**src/rtl/csi2tx_ldl_pkg.sv**
```systemverilog
// Shared definitions for the CSI-2 TX lane-distribution packet tracker.
//   - packet header field offsets and packet sizing constants
//   - tracker FSM state encoding (also driven out on the debug state port)
//   - CSI-2 header ECC parity masks, used only when CSI2TX_LDL_HDR_ECC_CHK_EN
//     is defined
package csi2tx_ldl_pkg;

    // Data types 0x00..0x0F are short packets (sync / generic short).
    localparam logic [5:0] SHORT_DT_MAX = 6'h0F;

    localparam int PH_BYTES  = 4;   // packet header: DI, WC lo, WC hi, ECC
    localparam int CRC_BYTES = 2;   // long-packet footer

    // Header word layout as it sits in the low 32 bits of the delayed word.
    localparam int DI_LSB  = 0;
    localparam int DI_MSB  = 7;
    localparam int WC_LSB  = 8;
    localparam int WC_MSB  = 23;
    localparam int ECC_LSB = 24;
    localparam int ECC_MSB = 29;

    typedef enum logic [1:0] {
        ST_IDLE   = 2'd0,
        ST_ACTIVE = 2'd1,
        ST_DONE   = 2'd2
    } trk_state_e;

    // Parity bit i of the header ECC is the XOR of the header bits selected
    // by ECC_MASK[i]; entry 0 is P0.
    localparam logic [5:0][23:0] ECC_MASK = {
        24'hEFFC00,   // P5
        24'hDF03F0,   // P4
        24'hB8E38E,   // P3
        24'h749A6D,   // P2
        24'hF2555B,   // P1
        24'hF12CB7    // P0
    };

endpackage

```
**src/rtl/csi2tx_ldl_hdr_ecc.sv**
```systemverilog
// Combinational CSI-2 packet-header ECC generator.
//   hdr_data : 24 header bits (DI + WC)
//   ecc      : 6-bit Hamming ECC over hdr_data (bits 7:6 of the ECC byte are 0)
module csi2tx_ldl_hdr_ecc
    import csi2tx_ldl_pkg::*;
(
    input  logic [23:0] hdr_data,
    output logic [5:0]  ecc
);

    always_comb begin
        ecc = '0;
        for (int i = 0; i < 6; i++) begin
            ecc[i] = ^(hdr_data & ECC_MASK[i]);
        end
    end

endmodule

```
**src/rtl/csi2tx_ldl_pkt_tracker.sv**
```systemverilog
// Packet-level bookkeeping in front of the five-lane distribution FSM.
// Keeps the byte-FIFO read-data delay line, classifies the packet from its
// header, and tracks FIFO words read and lane bytes still to send.
//
// Ports
//   txbyteclkhs / txbyteclkhs_rst_n : HS byte clock, async active-low reset
//   forcetxstopmode   : synchronous abort, returns the tracker to IDLE
//   fifo_rd_en        : FWFT FIFO read strobe from the distributor
//   fifo_rd_data      : FIFO head word
//   header_info       : strobe, header word is in fifo_rd_data_d[31:0]
//   txreadyhs0/txrequesths0 : lane-0 handshake; a beat is both high
//   tx_done           : distributor is in its stop state
//   fifo_rd_data_d/d1/d2 : delayed FIFO words for the lane data mux
//   short_packet, validated_word_cnt, eop_rd, eop_wr : distributor controls
//   hdr_ecc_err       : header ECC mismatch (0 unless the feature is built)
//   dbg_state         : tracker FSM state
//
// Handshake: a lane beat is accepted on a rising clock edge where
// txrequesths0 and txreadyhs0 are both 1; a FIFO word is consumed on a
// rising edge where fifo_rd_en is 1. Neither side waits on the other here.
//
// Optional: define CSI2TX_LDL_HDR_ECC_CHK_EN to check the header ECC.
module csi2tx_ldl_pkt_tracker
    import csi2tx_ldl_pkg::*;
#(
    parameter int DATA_W     = 64,
    parameter int LANE_BYTES = 5,
    parameter int CNT_W      = 17
) (
    input  logic              txbyteclkhs,
    input  logic              txbyteclkhs_rst_n,
    input  logic              forcetxstopmode,
    input  logic              fifo_rd_en,
    input  logic [DATA_W-1:0] fifo_rd_data,
    input  logic              header_info,
    input  logic              txreadyhs0,
    input  logic              txrequesths0,
    input  logic              tx_done,
    output logic [DATA_W-1:0] fifo_rd_data_d,
    output logic [DATA_W-1:0] fifo_rd_data_d1,
    output logic [DATA_W-1:0] fifo_rd_data_d2,
    output logic              short_packet,
    output logic [CNT_W-1:0]  validated_word_cnt,
    output logic              eop_rd,
    output logic              eop_wr,
    output logic              hdr_ecc_err,
    output trk_state_e        dbg_state
);

    localparam int BPW = DATA_W / 8;   // bytes per FIFO word

    trk_state_e       state, state_nxt;
    logic [CNT_W-1:0] rem_bytes;
    logic [CNT_W-1:0] words_need;
    logic [CNT_W-1:0] words_rd;
    logic             tx_done_q;

    logic             beat;
    logic             hdr_accept;
    logic [7:0]       hdr_di;
    logic [15:0]      hdr_wc;
    logic             hdr_short;
    logic [CNT_W-1:0] hdr_tot;
    logic [CNT_W-1:0] rem_after;
    logic             last_beat;

    assign beat       = txreadyhs0 & txrequesths0;
    assign hdr_accept = (state == ST_IDLE) & header_info & ~forcetxstopmode;

    assign hdr_di    = fifo_rd_data_d[DI_MSB:DI_LSB];
    assign hdr_wc    = fifo_rd_data_d[WC_MSB:WC_LSB];
    assign hdr_short = (hdr_di[5:0] <= SHORT_DT_MAX);
    assign hdr_tot   = hdr_short ? CNT_W'(PH_BYTES)
                                 : CNT_W'(hdr_wc) + CNT_W'(PH_BYTES + CRC_BYTES);

    // Remaining bytes after one beat, floored at zero.
    assign rem_after = (rem_bytes > CNT_W'(LANE_BYTES)) ? rem_bytes - CNT_W'(LANE_BYTES)
                                                        : '0;
    assign last_beat = beat & (rem_bytes <= CNT_W'(LANE_BYTES));

    // Read-data delay line; survives forcetxstopmode on purpose.
    always_ff @(posedge txbyteclkhs or negedge txbyteclkhs_rst_n) begin
        if (!txbyteclkhs_rst_n) begin
            fifo_rd_data_d  <= '0;
            fifo_rd_data_d1 <= '0;
            fifo_rd_data_d2 <= '0;
        end else if (fifo_rd_en) begin
            fifo_rd_data_d  <= fifo_rd_data;
            fifo_rd_data_d1 <= fifo_rd_data_d;
            fifo_rd_data_d2 <= fifo_rd_data_d1;
        end
    end

    // FSM state register
    always_ff @(posedge txbyteclkhs or negedge txbyteclkhs_rst_n) begin
        if (!txbyteclkhs_rst_n) begin
            state     <= ST_IDLE;
            tx_done_q <= 1'b0;
        end else begin
            state     <= state_nxt;
            tx_done_q <= tx_done;
        end
    end

    // FSM next state
    always_comb begin
        state_nxt = state;
        case (state)
            ST_IDLE:   if (header_info)               state_nxt = ST_ACTIVE;
            ST_ACTIVE: if (last_beat)                 state_nxt = ST_DONE;
            ST_DONE:   if (tx_done_q && !tx_done)     state_nxt = ST_IDLE;
            default:                                  state_nxt = ST_IDLE;
        endcase
        if (forcetxstopmode) state_nxt = ST_IDLE;
    end

    // Packet counters
    always_ff @(posedge txbyteclkhs or negedge txbyteclkhs_rst_n) begin
        if (!txbyteclkhs_rst_n) begin
            rem_bytes    <= '0;
            words_need   <= '0;
            words_rd     <= '0;
            short_packet <= 1'b0;
        end else if (forcetxstopmode) begin
            rem_bytes    <= '0;
            words_rd     <= '0;
            short_packet <= 1'b0;
        end else if (hdr_accept) begin
            rem_bytes    <= hdr_tot;
            words_need   <= (hdr_tot + CNT_W'(BPW - 1)) / CNT_W'(BPW);
            // The header word itself was read before header_info fired.
            words_rd     <= CNT_W'(1);
            short_packet <= hdr_short;
        end else if (state == ST_ACTIVE) begin
            if (fifo_rd_en && (words_rd < words_need)) words_rd <= words_rd + 1'b1;
            if (beat) rem_bytes <= rem_after;
        end
    end

    // Look-ahead count lets the distributor size its next request on the
    // same edge that consumes the current beat.
    always_comb begin
        validated_word_cnt = rem_bytes;
        if (state == ST_IDLE)                 validated_word_cnt = '0;
        else if (state == ST_ACTIVE && beat)  validated_word_cnt = rem_after;
    end

    assign eop_rd = ((state == ST_ACTIVE) && (words_rd >= words_need)) || (state == ST_DONE);
    assign eop_wr = (state == ST_ACTIVE) & last_beat;
    assign dbg_state = state;

`ifdef CSI2TX_LDL_HDR_ECC_CHK_EN
    logic [5:0] ecc_calc;

    csi2tx_ldl_hdr_ecc u_hdr_ecc (
        .hdr_data (fifo_rd_data_d[23:0]),
        .ecc      (ecc_calc)
    );

    always_ff @(posedge txbyteclkhs or negedge txbyteclkhs_rst_n) begin
        if (!txbyteclkhs_rst_n) begin
            hdr_ecc_err <= 1'b0;
        end else if (forcetxstopmode) begin
            hdr_ecc_err <= 1'b0;
        end else if (hdr_accept) begin
            hdr_ecc_err <= (ecc_calc != fifo_rd_data_d[ECC_MSB:ECC_LSB]);
        end
    end
`else
    assign hdr_ecc_err = 1'b0;
`endif

endmodule

```
**config.mk**
```make
export PLATFORM = sky130hd
export DESIGN_NAME = csi2tx_ldl_pkt_tracker
export DESIGN_NICKNAME = d
export VERILOG_FILES = /design/src/rtl/csi2tx_ldl_pkg.sv /design/src/rtl/csi2tx_ldl_hdr_ecc.sv /design/src/rtl/csi2tx_ldl_pkt_tracker.sv
export SDC_FILE = /design/constraint.sdc
export NUM_CORES = 1
export LEC_CHECK = 0
export ABC_AREA = 1
export CAP_MARGIN = 20
export CORE_AREA = 2 2 173 175
export DETAILED_ROUTE_END_ITERATION = 8
export DIE_AREA = 0 0 175 177
export GPL_TIMING_DRIVEN = 0
export PLACE_DENSITY_LB_ADDON = 0.08
export SLEW_MARGIN = 15
export SYNTH_ARGS = -nofsm -noshare
export SYNTH_HDL_FRONTEND = slang
export SYNTH_HIERARCHICAL = 1
export SYNTH_SLANG_ARGS = --single-unit
export TNS_END_PERCENT = 30
```
**constraint.sdc**
```tcl
create_clock -name txbyteclkhs -period 3 [get_ports txbyteclkhs]
set_input_delay 0.3 -clock txbyteclkhs [delete_from_list [all_inputs] [get_ports txbyteclkhs]]
set_output_delay 0.3 -clock txbyteclkhs [all_outputs]
set_load 0.005 [all_outputs]
```
==> results_dict.tcl, run 1 <==
set metrics [dict create \
    grt-ovfl-total 0 \
    rsz0062_at_grt "true" \
    drtPass1Iterations 7 \
    final-setup-viol-count 0 \
    p_leak_nw 7.92 \
    power.total_mw 10.6 \
    htreeDepth 1 \
    layout_min_cycle_time_ns 3.00 \
    rows 63 \
    rr_startpoint "fifo_rd_data_d[9]" \
    endpoint_kind "primary output" \
    grt_max_degree 86 \
    ant_nets 0 \
    synth_common_cells "544 x nand2_1, 244 x dfrtp_1, 164 x o21ai_0" \
    initial_core_util_pct 39.2 \
    wirelength_um 35700 \
    grt_pass1_vias 10468 \
    antenna_found_initial 3 \
    seq_area_frac_synth_pct 53.3 \
    clock.fmax_mhz 334 \
    netlist_area_um2 11500 \
    core-area_um2 29200 \
    track_usage_pct 23.2 \
    relSlewSlack_pct 41.9 \
    fin_crit_sh_pct 99.9 \
    die_h_um 177 \
    cp_max_fo 10 \
    io_pins 287 \
    hold_viol_final 0 \
    yosysTopAreaCell "dfrtp_1" \
    drive_gt1_share_pct 8.08 \
    pre_cts_ws_ns 0.110 \
    die_w_um 175 \
    tritoncts "done" \
    max_cap_violations 0 \
    dr_total_vias 10404 \
    synth_cells 1437 \
    async_flop_share_pct 100 \
    cp.arrival_ns 2.70 \
    crit_path_start "rem_bytes[0]" \
    status "completed" \
    synthTopCellsByArea "dfrtp_1 53%, nand2_1 18%, o21ai_0 7.2%, inv_1 4.8%, nand3_1 2.7%" \
    root_buffer "clkbuf_16" \
    drtIter0Drc 716 \
    netlist.area_leader.share_pct 53.3 \
    dieArea_um2 31000 \
    hpwl_um 26700 \
    ys.flop_type "dfrtp_1" \
    cp-start-kind "flop" \
    cts_sinks 244 \
    clk_pin_slew_ns 0.06 \
    peakVddDrop_v 0.000375 \
    tightest_slew_ns 0.871 \
    finClkSkew_ns 0.0159 \
    drc 0 \
    power.density_nw_per_um2 662 \
    worst_ep_required_time_ns 2.70 \
    hold_class "input pin to asynchronous set/reset pin" \
    path_class "flop to primary output" \
    vias_per_cell 4.76 \
    avgSynthCellArea_um2 7.97 \
    yosysMostFrequentCell "nand2_1" \
    nNetsFinal 1867 \
    cts_buffer_depth 3 \
    syn_nets 1527 \
    area_growth_pct 40.4 \
    place_congestion 0.872 \
    synth.distinct_cells 39 \
    synth-seq-cells 244 \
    fin_ws_ns 0.00398 \
    cts_made_buffers 28 \
    slew_violations 0 \
    numPortBuffers 284 \
    yosysWarnings 6 \
    grt_pass1_wl_um 56800 \
    clk_latency_ns 0.54 \
    wl_per_cell_um 16.3 \
    synth-edff-count 0 \
]
==> power breakdown <==
group / internal (mW) / switching [mW] / total, mW
Clock: 2.05 / 1.35 / 3.40
Combinational: 1.45 / 1.72 / 3.17
Sequential: 3.73 / 0.346 / 4.08
Total: 7.23 / 3.41 / 10.6
==> cells by family after synthesis <==
logic type | after synthesis | share of synthesized area (%)
AO/OA/AOI/OAI | 218 | 9.84
XOR/XNOR | 13 | 0.994
adder cells (fa/ha/maj) | 18 | 1.97
buffers and inverters | 217 | 7.34
flip-flops | 244 | 53.3
other | 1 | 0.0327
AND/OR/NAND/NOR | 726 | 26.6
==> sequential cells by signal (all words and copies together), names as in the netlist <==
name	count
dbg_state	2
fifo_rd_data_d	64
fifo_rd_data_d1	64
fifo_rd_data_d2	64
rem_bytes	17
short_packet	1
tx_done_q	1
words_need	14
words_rd	17
==> path summary, 6_finish.rpt <==
kind	endpoint	slack, ns	cells after the start
setup / recovery	validated_word_cnt[0]	0.004	11
hold / removal	fifo_rd_data_d1[25]	0.20	2
setup reg to reg	words_need[11]	0.70	16
hold reg to reg	fifo_rd_data_d2[62]	0.47	2
max in group asynchronous	fifo_rd_data_d[54]	1.40	5
min in group txbyteclkhs	words_rd[4]	0.21	4
==> metrics by stage <==
stage	hold slack (ns)	area (um2)	util [%]	std cells	TNS, ns
floorplan	0.00441	11500	-	1437	0
global placement	0.453	14800	50.6	2111	-2258.01
detailed placement	0.166	14900	50.9	2114	0
CTS	0.163	15900	54.4	2170	0
global route	0.215	16100	55.0	2187	-0.449
finish	0.201	16100	55.0	2187	0
==> worst max-delay path: stages, from the launching register on <==
cell and delay (ns):
dfrtp_1 0.39, buf_4 0.16, o21ai_4 0.15, nand2_2 0.10
nor2_4 0.14, nand3_4 0.12, o21ai_4 0.20, nand2_4 0.12
buf_6 0.17, nand2_1 0.10, a21oi_1 0.07, clkdlybuf4s50_1 0.45
==> cells in the final DEF (no fill, tap or decap), types with 3 or more instances in the layout <==
master	Yosys	layout
a21oi_1	36	35
a31oi_1	3	3
buf_1	8	8
buf_16	0	3
buf_2	6	6
buf_4	3	25
clkbuf_1	47	52
clkbuf_16	0	29
clkbuf_8	0	5
clkdlybuf4s50_1	0	273
clkinv_2	0	5
dfrtp_1	244	237
dfrtp_2	0	7
dlymetal6s2s_1	0	10
ha_1	18	18
inv_1	148	145
inv_2	3	6
nand2_1	544	539
nand2_2	6	9
nand3_1	62	62
nand3_2	12	11
nand4_1	8	8
nor2_1	51	47
nor2_2	10	12
nor2_4	7	9
nor3_1	16	15
nor4_1	6	6
o21ai_0	164	163
o21ai_1	4	5
xor2_1	13	13
==> cell type report <==
cell class / count / area [um2]
multi-input cells: 976 / 4600
fillers: 2791 / 13200
well taps: 390 / 488
diodes: 2 / 5.00
flip-flops and latches: 244 / 6110
repair buffers: 310 / 3130
inverters: 152 / 571
plain buffers: 65 / 272
clock inverters: 8 / 92.6
clock buffers: 40 / 817
==> layer usage <==
layer  global-route usage [%]  up-vias  share of wire (%)
met5                        0        -              0.036
met3                     7.28       45                8.2
met4                     5.83        2                1.9
li1                         -     5214                  -
met1                     29.2     4846                 43
met2                     38.9      297                 47
==> what timing repair did <==
action                     4_1_cts  5_1_grt
setup endpoints to repair       15       18
pin swaps                        4        8
buffers inserted                 7       15
hold endpoints to repair       102        0
hold buffers                     1        0
gates resized for setup         16       27
Note: power is estimated with default switching activity, not from simulation.
==> run 2: changes to the inputs <==
--- a/config.mk
+++ b/config.mk
@@ -7,9 +7,9 @@
 export LEC_CHECK = 0
 export ABC_AREA = 1
 export CAP_MARGIN = 20
-export CORE_AREA = 2 2 173 175
+export CORE_AREA = 2 2 193 157
 export DETAILED_ROUTE_END_ITERATION = 8
-export DIE_AREA = 0 0 175 177
+export DIE_AREA = 0 0 195 159
 export GPL_TIMING_DRIVEN = 0
 export PLACE_DENSITY_LB_ADDON = 0.08
 export SLEW_MARGIN = 15
==> constraint.sdc (replaced) <==
create_clock -name txbyteclkhs -period 3.85 [get_ports txbyteclkhs]
set_input_delay 0.385 -clock txbyteclkhs [delete_from_list [all_inputs] [get_ports txbyteclkhs]]
set_output_delay 0.385 -clock txbyteclkhs [all_outputs]
set_load 0.005 [all_outputs]
==> results_dict.tcl, run 2 (synthesized netlist as in run 1, its figures left out) <==
set metrics [dict create \
    cp_max_fo 5 \
    fin_crit_sh_pct 84.9 \
    initial_core_util_pct 39.5 \
    drc 0 \
    grt_max_degree 98 \
    dieArea_um2 31000 \
    finClkSkew_ns 0.0132 \
    wirelength_um 36200 \
    tritoncts "done" \
    clk_pin_slew_ns 0.06 \
    numPortBuffers 284 \
    worst_ep_required_time_ns 3.46 \
    slew_violations 0 \
    power.total_mw 7.94 \
    die_h_um 159 \
    rows 56 \
    io_pins 287 \
    track_usage_pct 23.0 \
    nNetsFinal 1843 \
    rsz0062_at_grt "false" \
    final_common_cell "nand2_1" \
    dr_total_vias 10544 \
    final.fill_count 2768 \
    grt_pass1_vias 10097 \
    hold_viol_final 0 \
    final_cells 2150 \
    hpwl_um 27300 \
    crit_path_frequent_cell "nand2_1" \
    clk_latency_ns 0.53 \
    power.density_nw_per_um2 505 \
    path_cells "inv_1 > ha_1 > inv_1 > nand2_1 > nand2_1 > nor2_1 > xor2_1 > nand2_1 > a21oi_1 > clkdlybuf4s50_1" \
    cp_top_family "simple AND/OR/NAND/NOR gates" \
    drtPass1Iterations 5 \
    htreeDepth 1 \
    ant_nets 0 \
    grt_pass1_wl_um 56900 \
    max_cap_violations 0 \
    tightest_slew_ns 0.758 \
    grt-ovfl-total 0 \
    antenna_cells 0 \
    p_leak_nw 7.61 \
    status "completed" \
    wl_per_cell_um 16.8 \
    cp-start-kind "flop" \
    final-setup-viol-count 0 \
    root_buffer "clkbuf_16" \
    critical_path.max_stage_delay_ns 0.53 \
    clock.fmax_mhz 306 \
    layout_common_cells "544 x nand2_1, 283 x clkdlybuf4s50_1, 244 x dfrtp_1" \
    antenna_found_initial 1 \
    peakVddDrop_v 0.000399 \
    hold_class "input pin to flop" \
    path_class "flop to primary output" \
    top_regs "fifo_rd_data_d1 (64), fifo_rd_data_d2 (64), fifo_rd_data_d (64)" \
    drtIter0Drc 839 \
    relSlewSlack_pct 49.5 \
    cp.arrival_ns 2.88 \
    cts_buffer_depth 3 \
    die_w_um 195 \
    place_congestion 0.884 \
    final_util_pct 54.2 \
    vias_per_cell 4.90 \
    critPathSlowestCell "clkdlybuf4s50_1" \
    drive_gt1_share_pct 5.53 \
    endpoint_kind "primary output" \
    place_inst 2100 \
    layout_min_cycle_time_ns 3.27 \
    cts_sinks 244 \
    cts_made_buffers 27 \
    path_buf_inv 3 \
    core-area_um2 29000 \
    area_growth_pct 37.2 \
]
==> run 2: changes by cell type in the layout (fill, tap and decap cells not counted), moves of 5 or more <==
cell | previous run | this run
nand2_1 | 539 | 544
dfrtp_1 | 237 | 244
clkdlybuf4s50_1 | 273 | 283
buf_4 | 25 | 3
dfrtp_2 | 7 | 0
dlymetal6s2s_1 | 10 | 0
==> run 2: what timing repair did <==
item	CTS	global route
setup buffers	0	0
hold endpoints to repair	66	0
hold buffers	1	0
endpoints found under the setup margin	0	0
gates resized for setup	0	0
==> run 2: metal layers <==
layer	vias to the layer above	share of wire (%)	wire length, um	track usage, %
li1	5162	-	-	-
met3	43	7.8	2820	5.66
met5	-	0.036	13	0
met2	355	44	15800	34.9
met4	2	2.1	775	5.07
met1	4982	46	16800	33.3
==> run 2: power breakdown <==
part	total (mW)	switching (mW)	leakage [nW]	internal, mW
Clock	2.55	1.03	0.433	1.53
Sequential	3.19	0.281	3.08	2.91
Combinational	2.20	1.23	4.10	0.971
==> run 2: final timing paths <==
kind / start / endpoint / slack, ns / cells after the start
worst max-delay path: rem_bytes[0] / validated_word_cnt[8] / 0.58 / 10
worst min-delay path: forcetxstopmode / words_rd[3] / 0.30 / 4
worst max register to register: words_rd[8] / words_rd[4] / 1.53 / 9
worst min register to register: fifo_rd_data_d2[54] / fifo_rd_data_d2[54] / 0.48 / 2
max in group asynchronous: txbyteclkhs_rst_n / fifo_rd_data_d1[16] / 2.18 / 4
min in group asynchronous: txbyteclkhs_rst_n / fifo_rd_data_d[52] / 0.39 / 2
==> run 2: worst reg2reg max path, stage by stage (launching register included) <==
cell and delay (ns):
dfrtp_1 0.46, ha_1 0.32, a21oi_1 0.12, o21ai_0 0.11, o31ai_1 0.44, nand3_2 0.28, nand2_2 0.20, buf_4 0.20
nand2_1 0.08, nand2_1 0.06
==> run 2: per-stage QoR <==
step	setup WS, ns	setup TNS, ns	hold WS (ns)	area (um2)
finish	0.583	0	0.296	15700
global placement	-8.47	-2060.02	0.453	14800
floorplan	1.93	0	0.0894	11500
detailed placement	0.963	0	0.376	14800
CTS	0.591	0	0.287	15700
global route	0.279	0	0.301	15700
==> run 2: layout make-up <==
| cell class | count | area, um2 | share of cell area [%] |
|---|---|---|---|
| clock inverter | 5 | 52.6 | 0.334 |
| sequential | 244 | 6110 | 38.8 |
| timing repair buffer | 287 | 2910 | 18.5 |
| inverter | 152 | 571 | 3.63 |
| clock buffer | 44 | 830 | 5.27 |
| multi-input combinational | 976 | 4510 | 28.7 |
| buffer | 65 | 270 | 1.72 |
| tap | 377 | 472 | 3.00 |
==> run 3: changes to the inputs <==
==> constraint.sdc (replaced) <==
create_clock -name txbyteclkhs -period 3.3 [get_ports txbyteclkhs]
set_input_delay 0.33 -clock txbyteclkhs [delete_from_list [all_inputs] [get_ports txbyteclkhs]]
set_output_delay 0.33 -clock txbyteclkhs [all_outputs]
set_load 0.005 [all_outputs]
==> results_dict.tcl, run 3 (synthesized netlist as in run 1, its figures left out) <==
set metrics [dict create \
    track_usage_pct 23.0 \
    reg2reg_slack_ns 0.99 \
    grt_pass1_vias 10097 \
    cts_sinks 244 \
    dr_total_vias 10564 \
    clk_pin_slew_ns 0.06 \
    top_regs "fifo_rd_data_d1 (64), fifo_rd_data_d2 (64), fifo_rd_data_d (64)" \
    dieArea_um2 31000 \
    relSlewSlack_pct 48.6 \
    finClkSkew_ns 0.0132 \
    layout_common_cells "543 x nand2_1, 283 x clkdlybuf4s50_1, 243 x dfrtp_1" \
    peakVddDrop_v 0.000465 \
    final.fill_count 2765 \
    wl_per_cell_um 16.9 \
    grt_pass1_wl_um 56900 \
    status "completed" \
    final-setup-viol-count 0 \
    vias_per_cell 4.91 \
    die_w_um 195 \
    clock.fmax_mhz 318 \
    comb_power_share_pct 28.1 \
    initial_core_util_pct 39.5 \
    cp.arrival_ns 2.81 \
    final_util_pct 54.4 \
    pre_cts_ws_ns 0.468 \
    layout_min_cycle_time_ns 3.14 \
    power_switching_mw 3.00 \
    postCtsSetupRepairBufs 0 \
    max_cap_violations 0 \
    htreeDepth 1 \
    fin_area_um2 15800 \
    clk_latency_ns 0.53 \
    sw_frac_of_total_pct 32.1 \
    p_seq_share_pct 40.0 \
    antenna_cells 0 \
    drc 0 \
    cts_buffer_depth 3 \
    fin_setup_tns_ns 0 \
    grt-ovfl-total 0 \
    place_inst 2100 \
    cp_max_fo 10 \
    drtPass1Iterations 7 \
    drtIter0Drc 862 \
    fin_crit_sh_pct 95.2 \
    place_congestion 0.884 \
    die_h_um 159 \
    numPortBuffers 284 \
    root_buffer "clkbuf_16" \
    tritoncts "done" \
    dpl-instance-area_um2 14800 \
    drive_gt1_share_pct 5.92 \
    core-area_um2 29000 \
    p_int_mw 6.33 \
    io_pins 287 \
    hpwl_um 27300 \
    cp-start-kind "flop" \
    fin_ws_ns 0.159 \
    cts_made_buffers 27 \
    p_leak_nw 7.61 \
    grt_max_degree 98 \
    wirelength_um 36200 \
    hold_class "input pin to flop" \
    hold_viol_final 0 \
    final_cells 2150 \
    endpoint_kind "primary output" \
    slew_violations 0 \
    area_growth_pct 37.6 \
    antenna_found_initial 1 \
    final_common_cell "nand2_1" \
    tightest_slew_ns 0.770 \
    ant_nets 0 \
    nNetsFinal 1843 \
    path_class "flop to primary output" \
    power.density_nw_per_um2 591 \
    worst_ep_required_time_ns 2.97 \
    clockPowerShare_pct 31.9 \
    rows 56 \
]
==> run 3: cell counts in the layout (fill, tap and decap cells not counted) <==
No cell type changed its count.
==> run 3: through the flow <==
stage          hold slack (ns)  total power, mW
6_report                 0.249             9.32
5_1_grt                  0.246             9.88
4_1_cts                  0.232             9.34
3_5_place_dp             0.321             6.33
3_3_place_gp             0.453             6.27
2_1_floorplan           0.0344             5.05
==> run 3: final timing paths <==
check                               startpoint                     to  cells past startpoint
min                            forcetxstopmode            words_rd[3]                      4
max                               rem_bytes[1]  validated_word_cnt[8]                     10
min reg2reg                fifo_rd_data_d2[54]    fifo_rd_data_d2[54]                      2
min in group asynchronous    txbyteclkhs_rst_n     fifo_rd_data_d[52]                      2
max in group asynchronous    txbyteclkhs_rst_n    fifo_rd_data_d1[16]                      4
max reg2reg                  fifo_rd_data_d[9]         words_need[10]                     16
==> run 3: critical path: stages (launching register included) <==
cell and delay [ns]:
dfrtp_1 0.45, o21ai_4 0.24, nand2_2 0.12, nor2_4 0.17, nand3_2 0.14, o21ai_2 0.15
nand2_2 0.17, buf_6 0.21, nand2_1 0.08, a21oi_1 0.09, clkdlybuf4s50_1 0.47
==> run 3: power by group through the flow <==
stage	Sequential [mW]	Clock, mW	Combinational [mW]
2_1_floorplan	3.71	0	1.34
3_3_place_gp	3.76	0	2.51
3_5_place_dp	3.76	0	2.57
4_1_cts	3.71	3.05	2.58
5_1_grt	3.78	3.18	2.93
6_report	3.73	2.98	2.62
==> run 3: timing repair <==
item | in CTS | in global routing
setup endpoints to repair | 0 | 8
hold endpoints to repair | 66 | 0
gates resized for setup | 0 | 10
hold buffers | 1 | 0
==> run 3: area by class of cell <==
class	instances	area [um2]	area share, %
Clock inverter	5	52.6	0.333
Multi-Input combinational cell	976	4550	28.9
Clock buffer	44	830	5.26
Buffer	65	270	1.71
Sequential cell	244	6110	38.7
Timing Repair Buffer	287	2910	18.5
Tap cell	377	472	2.99
Inverter	152	571	3.62
==> run 3: routing by layer <==
layer  up-vias  GRT usage (%)  wire, um
met5         -              0        13
met3        43           5.66      2760
met1      5026           33.3     16800
li1       5171              -         -
met2       322           34.9     15900
met4         2           5.07       775
